`config.mk`:
```
export PLATFORM = sky130hd
export DESIGN_NAME = sll32_seq
export DESIGN_NICKNAME = d
export VERILOG_FILES = /design/src/rtl/sll32_seq.sv
export SDC_FILE = /design/constraint.sdc
export NUM_CORES = 1
export LEC_CHECK = 0
export ABC_CLOCK_PERIOD_IN_PS = 2500
export BUFFER_PORTS_ARGS = -buffer_cell sky130_fd_sc_hd__buf_2
export CAP_MARGIN = 10
export CORE_ASPECT_RATIO = 1.25
export CORE_UTILIZATION = 55
export CTS_CLUSTER_SIZE = 28
export DETAILED_ROUTE_END_ITERATION = 10
export GPL_TIMING_DRIVEN = 1
export PLACE_DENSITY = 0.93
export SYNTH_ARGS = -nofsm -noshare
export SYNTH_HDL_FRONTEND = slang
export SYNTH_SLANG_ARGS = --single-unit
export TNS_END_PERCENT = 20
```
`constraint.sdc`:
```
create_clock -name clk -period 2.5 [get_ports clk]
set_clock_uncertainty 0.1 [all_clocks]
set_input_delay 0.5 -clock clk [delete_from_list [all_inputs] [get_ports clk]]
set_output_delay 0.5 -clock clk [all_outputs]
set_load 0.005 [all_outputs]
```
`src/rtl/sll32_seq.sv`:
```
// Sequential 32-bit logical shift-left: one bit per cycle, IDLE/SHIFT/DONE control.
// Define SLL32_SEQ_VAR_EN to add var_sel (variable shift amount taken from B[4:0]).
module sll32_seq (
  input  logic        clk,
  input  logic        rst_n,
  input  logic        start,
`ifdef SLL32_SEQ_VAR_EN
  input  logic        var_sel,
`endif
  input  logic [31:0] A,
  input  logic [31:0] B,
  output logic [31:0] res,
  output logic        busy,
  output logic        done
);

  typedef enum logic [1:0] {IDLE, SHIFT, DONE} state_t;

  state_t      state_reg, state_next;
  logic [31:0] acc_reg, acc_next;
  logic [31:0] res_reg, res_next;
  logic [4:0]  cnt_reg, cnt_next;
  logic [4:0]  shamt;
  logic        accept;

`ifdef SLL32_SEQ_VAR_EN
  assign shamt = var_sel ? B[4:0] : B[10:6];
`else
  assign shamt = B[10:6];
`endif

  // Instruction bits outside the shift-amount fields are intentionally ignored
  logic unused_b;
  assign unused_b = ^{B[31:11], B[5:0]};

  always_ff @(posedge clk or negedge rst_n) begin
    if (!rst_n) begin
      state_reg <= IDLE;
      acc_reg   <= '0;
      cnt_reg   <= '0;
      res_reg   <= '0;
    end else begin
      state_reg <= state_next;
      acc_reg   <= acc_next;
      cnt_reg   <= cnt_next;
      res_reg   <= res_next;
    end
  end

  always_comb begin
    state_next = state_reg;
    acc_next   = acc_reg;
    cnt_next   = cnt_reg;
    res_next   = res_reg;
    busy       = 1'b0;
    done       = 1'b0;
    accept     = 1'b0;

    case (state_reg)
      IDLE: begin
        accept = start;
      end
      SHIFT: begin
        busy     = 1'b1;
        acc_next = {acc_reg[30:0], 1'b0};
        cnt_next = cnt_reg - 5'd1;
        if (cnt_reg == 5'd1) begin
          res_next   = {acc_reg[30:0], 1'b0};
          state_next = DONE;
        end
      end
      DONE: begin
        done       = 1'b1;
        accept     = start;
        state_next = IDLE;
      end
      default: begin
        state_next = IDLE;
      end
    endcase

    // A zero shift completes on the accepting edge itself
    if (accept) begin
      acc_next = A;
      cnt_next = shamt;
      if (shamt == 5'd0) begin
        res_next   = A;
        state_next = DONE;
      end else begin
        state_next = SHIFT;
      end
    end
  end

  assign res = res_reg;

endmodule

```
## Word-level counts from Yosys, hierarchy flattened

Cells that the tools add are included.

| cells by class | value |
|---|---|
| mux-type cells | 15 |
| order comparisons | 0 |
| eq/ne operators | 5 |
| add/subtract/negate cells | 1 |
| bitwise logic cells | 0 |
| reduce and logical (&&, ||, !) cells | 5 |
| divide/modulo/power cells | 0 |
| multipliers | 0 |
| shift operators | 0 |

Operators by type and width:

| kind | count |
|---|---|
| $mux W32 | 4 |
| $mux W31 | 2 |
| $mux W5 | 2 |
| $mux W2 | 3 |
| $eq A5 B1 Y1 const B | 1 |
| $logic_not A5 Y1 | 1 |
| $sub A5 B1 Y5 const B | 1 |
| $pmux W2 S2 | 1 |
| $mux W1 | 3 |
| $ne A3 B3 Y1 const B | 1 |
| $eq A2 B1 Y1 const B | 1 |
| $eq A2 B2 Y1 const B | 1 |
| $logic_not A2 Y1 | 1 |
| $ne A2 B2 Y1 const B | 1 |
| $reduce_and A2 Y1 | 1 |
| $reduce_bool A2 Y1 | 1 |
| $reduce_or A2 Y1 | 1 |

| storage, ports and cells | value |
|---|---|
| bits in registers | 70 |
| bits in writable memories | 0 |
| bits in latches | 0 |
| bits of input ports | 67 |
| output and inout bits | 34 |
| bits in read-only memories | 0 |
| logic and storage cells | 30 |
| memories | 0 |

## Depth between registers and ports, before layout

| depth | value |
|---|---|
| depth in word-level cells | 5 |
| mapped depth | 6 |
| mapped depth without buffers | 5 |

## Worst setup path after synthesis

OpenSTA, ideal clock, no wires.

| timing | value |
|---|---|
| path kind | input to register |
| start | in B[8] |
| end | reg res_reg[10] (netlist: res[10]) |
| arrival time | 1.744 ns |
| buffers on the path | 3 |
| path slack | 0.574 ns |
| library setup time | 0.082 ns |
| stages on the path | 6 |
| path through | or4_1 -> clkbuf_1 -> or2_1 -> buf_6 -> buf_6 -> a31oi_1 |

| on the way | value |
|---|---|
| word-level cells in the longest chain between the ends | 3 |

Ends and longest elaborated chain:

| element | RTL line | RTL |
|---|---|---|
| start: declaration | 11 | `input logic [31:0] B,` |
| $logic_not A5 Y1 | 86 | `if (shamt == 5'd0) begin` |
| $mux W32 | 86 |  |
| $mux W32 | 83 | `if (accept) begin` |
| via res_next[10] | 21 | `logic [31:0] res_reg, res_next;` |
| end signal: assignment | 46 | `res_reg <= res_next;` |
| end: declaration | 21 |  |

The timed path passes the listed nets, and every way through them passes these cells.
A chain may end at the register's enable or synchronous reset.

## Final worst setup path

| timing | value |
|---|---|
| start | reg state_reg[0] |
| end | out busy |

| on the way | value |
|---|---|
| word-level cells in the longest chain between the ends | 2 |

Ends and longest elaborated chain:

| element | RTL line | RTL |
|---|---|---|
| start: declaration | 19 | `state_t state_reg, state_next;` |
| start signal: assignment | 43 | `state_reg <= state_next;` |
| $eq A2 B1 Y1 | 59 | `case (state_reg)` |
| $mux W1 | 59 |  |
| end: declaration | 13 | `output logic busy,` |

Every way passes these cells.

==> out/qor.csv <==
stage,metric,value,unit
run_status,outcome,finished clean,
global_route,grt_pass1_vias,2911,
floorplanning,dieWidth,71.83,microns
placed_design,dp_hpwl,5235,microns
floorplanning,core-area,5818,sq um
sta,relSlewSlack,36.59,%
global_route,grt.overflow.total,0,
sta,rsz0062_at_grt,false,
power,pwr-share-comb,39.7,%
clock_network,ctsHoldBuffers,0,
clock_network,cts.repair.resized,0,
floorplanning,rows,31,
setup_path,crit_arrival,1490,ps
setup_path,endpoint_kind,output pin,
routing,wl,8464,microns
global_route,grt_max_degree,71,
sta,tightest_slew,947.7,ps
synthesis,synthFlopType,dfrtp_1,
setup_path,cp.buffers_inverters,2,
synthesis,ys_types,29,
final_layout,num-fill-cells,454,
setup_path,cpPeakStageDelay,520,ps
global_route,grt_pass1_wl,13570,microns
synthesis,synthCells,355,
clock_network,cts_buffers,9,
final_layout,final_util,67.81,%
floorplanning,pin_count,101,
placed_design,gp_congestion,0.8778,
sta,drv_slew,0,
clock_network,htree_num_levels,3,
power,ir_worst_vdd,687.6,uV
clock_network,tritoncts,done,
synthesis,seq_area_frac_synth,52.26,%
setup_path,cp.required,1900,ps
floorplanning,start_util,57.61,%
sta,min_period,2089,ps
synthesis,synth_seq_cells,70,
sta,final-setup-viol-count,0,
power,clkPwrFrac,18.3,%
global_route,antenna_found_initial,0,
placed_design,numPortBuffers,73,
synthesis,synth-edff-count,0,
power,power_density,1256,nW/um^2
routing,wl_per_cell,17.49,microns
setup_path,crit_path_cell_trace,nand2b_2 > inv_2 > buf_2,
routing,vias,3116,
routing,viasPerCell,6.438,
power,p_leak,1.735,nW
min_path,hp-class,primary input to asynchronous set/reset pin,
synthesis,synth_area_leaders,"dfrtp_1, nand3_1, a31oi_1",
clock_network,cts_sinks,70,
synthesis,synth_top_area_cell,dfrtp_1,
synthesis,yosysWarnings,0,
sta,fin_crit_sh,83.57,%
clock_network,insertion_delay,340,ps
power,netSwitchingFraction,38.42,%
final_layout,mostFrequentLayoutCell,buf_2,
final_layout,layout_common_cells,"buf_2, dfrtp_1, nand3_1",
routing,ant_nets,0,
global_route,grt_use_total,27.85,%
final_layout,n_antenna_cell,0,
flow_run,drv_cap,0,
setup_path,crit_family,flip-flops,
sta,max_freq,478.6,MHz
synthesis,synth_nets,424,
routing,drtIter0Drc,457,
setup_path,worstPathMaxFanout,25,
final_layout,layout.nets,482,
final_layout,areaGrowthSynthToFinish,17.69,%
final_layout,layout.cells.non_filler,484,
power,p_seq_share,42.0,%
clock_network,clockBufferDepth,2,
placed_design,place_inst,468,
synthesis,synthArstFlopShare,100.0,%
power,p_sw,1.904,mW
clock_network,path_clk_slew,70,ps
routing,drc,0,
setup_path,worstSetupPathType,flip-flop to output pin,
final_layout,largest_reg_flops,32,
floorplanning,dieArea,6413,sq um
power,p_int,3.051,mW
clock_network,cts-root-buf,clkbuf_8,
sta,fin_tns_setup,0,ps
synthesis,netlist_area,3352,sq um
synthesis,synth_top_area_share,52.26,%
clock_network,cts_setup_buffers,0,
sta,hold_viol,0,
routing,drt_first_pass_iters,7,
setup_path,cp_slowest_cell,dfrtp_1,
floorplanning,dieHeight,89.28,microns
synthesis,synth.avg_cell_area,9.442,sq um
setup_path,crit_path_start_kind,flip-flop,
final_layout,final_layout_size_suffix_gt1_share,24.88,%
worst paths after layout:
check / startpoint / endpoint / slack (ps) / cells after the start
max: state_reg[0] / busy / 410 / 3
min: rst_n / res[16] / 70 / 2
max reg2reg: state_reg[0] / cnt_reg[0] / 480 / 4
min reg2reg: acc_reg[7] / acc_reg[7] / 430 / 2
max in group asynchronous: rst_n / res[1] / 1940 / 2
min in group clk: A[21] / acc_reg[21] / 280 / 3
final cells by class:
| cell class | instances | area, sq um | area share [%] |
|---|---|---|---|
| Clock inverter | 3 | 43.79 | 1.110 |
| Clock buffer | 13 | 148.9 | 3.774 |
| Timing Repair Buffer | 86 | 475.5 | 12.05 |
| Inverter | 13 | 48.80 | 1.237 |
| Multi-Input combinational cell | 233 | 1394 | 35.33 |
| Sequential cell | 70 | 1752 | 44.40 |
| Tap cell | 66 | 82.58 | 2.093 |
kinds of logic (layout without fill, tap and decap cells):
kind of cell | after synthesis | count (layout) | synth area share [%]
simple gates | 126 | 126 | 19.00
compound gates | 103 | 103 | 20.68
flops | 70 | 70 | 52.26
buf+inv | 52 | 115 | 6.718
fa+ha+maj | 2 | 2 | 0.7464
mux | 2 | 2 | 0.5973
synth_stat cells, types with 4 or more instances:
library cell / number
a221o_1: 19
a22oi_1: 14
a31oi_1: 32
buf_1: 4
buf_6: 4
clkbuf_1: 31
dfrtp_1: 70
inv_1: 12
nand2_1: 15
nand3_1: 46
nor2_1: 13
nor3_1: 39
o21ai_0: 30
o21ai_1: 6
metal layers:
layer / wire (microns) / up-vias / global-route usage (%) / part of all wire, %
met4: 244 / 0 / 13.90 / 2.9
met2: 4157 / 150 / 45.54 / 49
met5: 0 / - / 0 / 0
met3: 522 / 27 / 5.750 / 6.2
met1: 3539 / 1497 / 35.58 / 42
li1: - / 1442 / - / -
power by group through the flow:
| stage | Combinational [mW] | Clock [mW] | Sequential, mW |
|---|---|---|---|
| 2_1_floorplan | 1.29 | 0 | 2.03 |
| 3_3_place_gp | 1.86 | 0 | 2.06 |
| 3_5_place_dp | 1.93 | 0 | 2.09 |
| 4_1_cts | 1.95 | 0.912 | 2.08 |
| 5_1_grt | 2.18 | 0.971 | 2.14 |
| 6_report | 1.97 | 0.909 | 2.08 |
stage by stage:
stage / power, mW / hold slack, ps / instance area [sq um] / setup WS [ps]
6_report: 4.954 / 67.19 / 3945 / 410.7
5_1_grt: 5.291 / 90.50 / 3945 / 320.2
4_1_cts: 4.941 / 76.12 / 3945 / 426.2
3_5_place_dp: 4.021 / 409.9 / 3752 / 513.9
3_3_place_gp: 3.917 / 386.3 / 3752 / 535.6
2_1_floorplan: 3.320 / 104.4 / 3352 / 573.6
No activity file was read; power rests on OpenSTA's default activity.
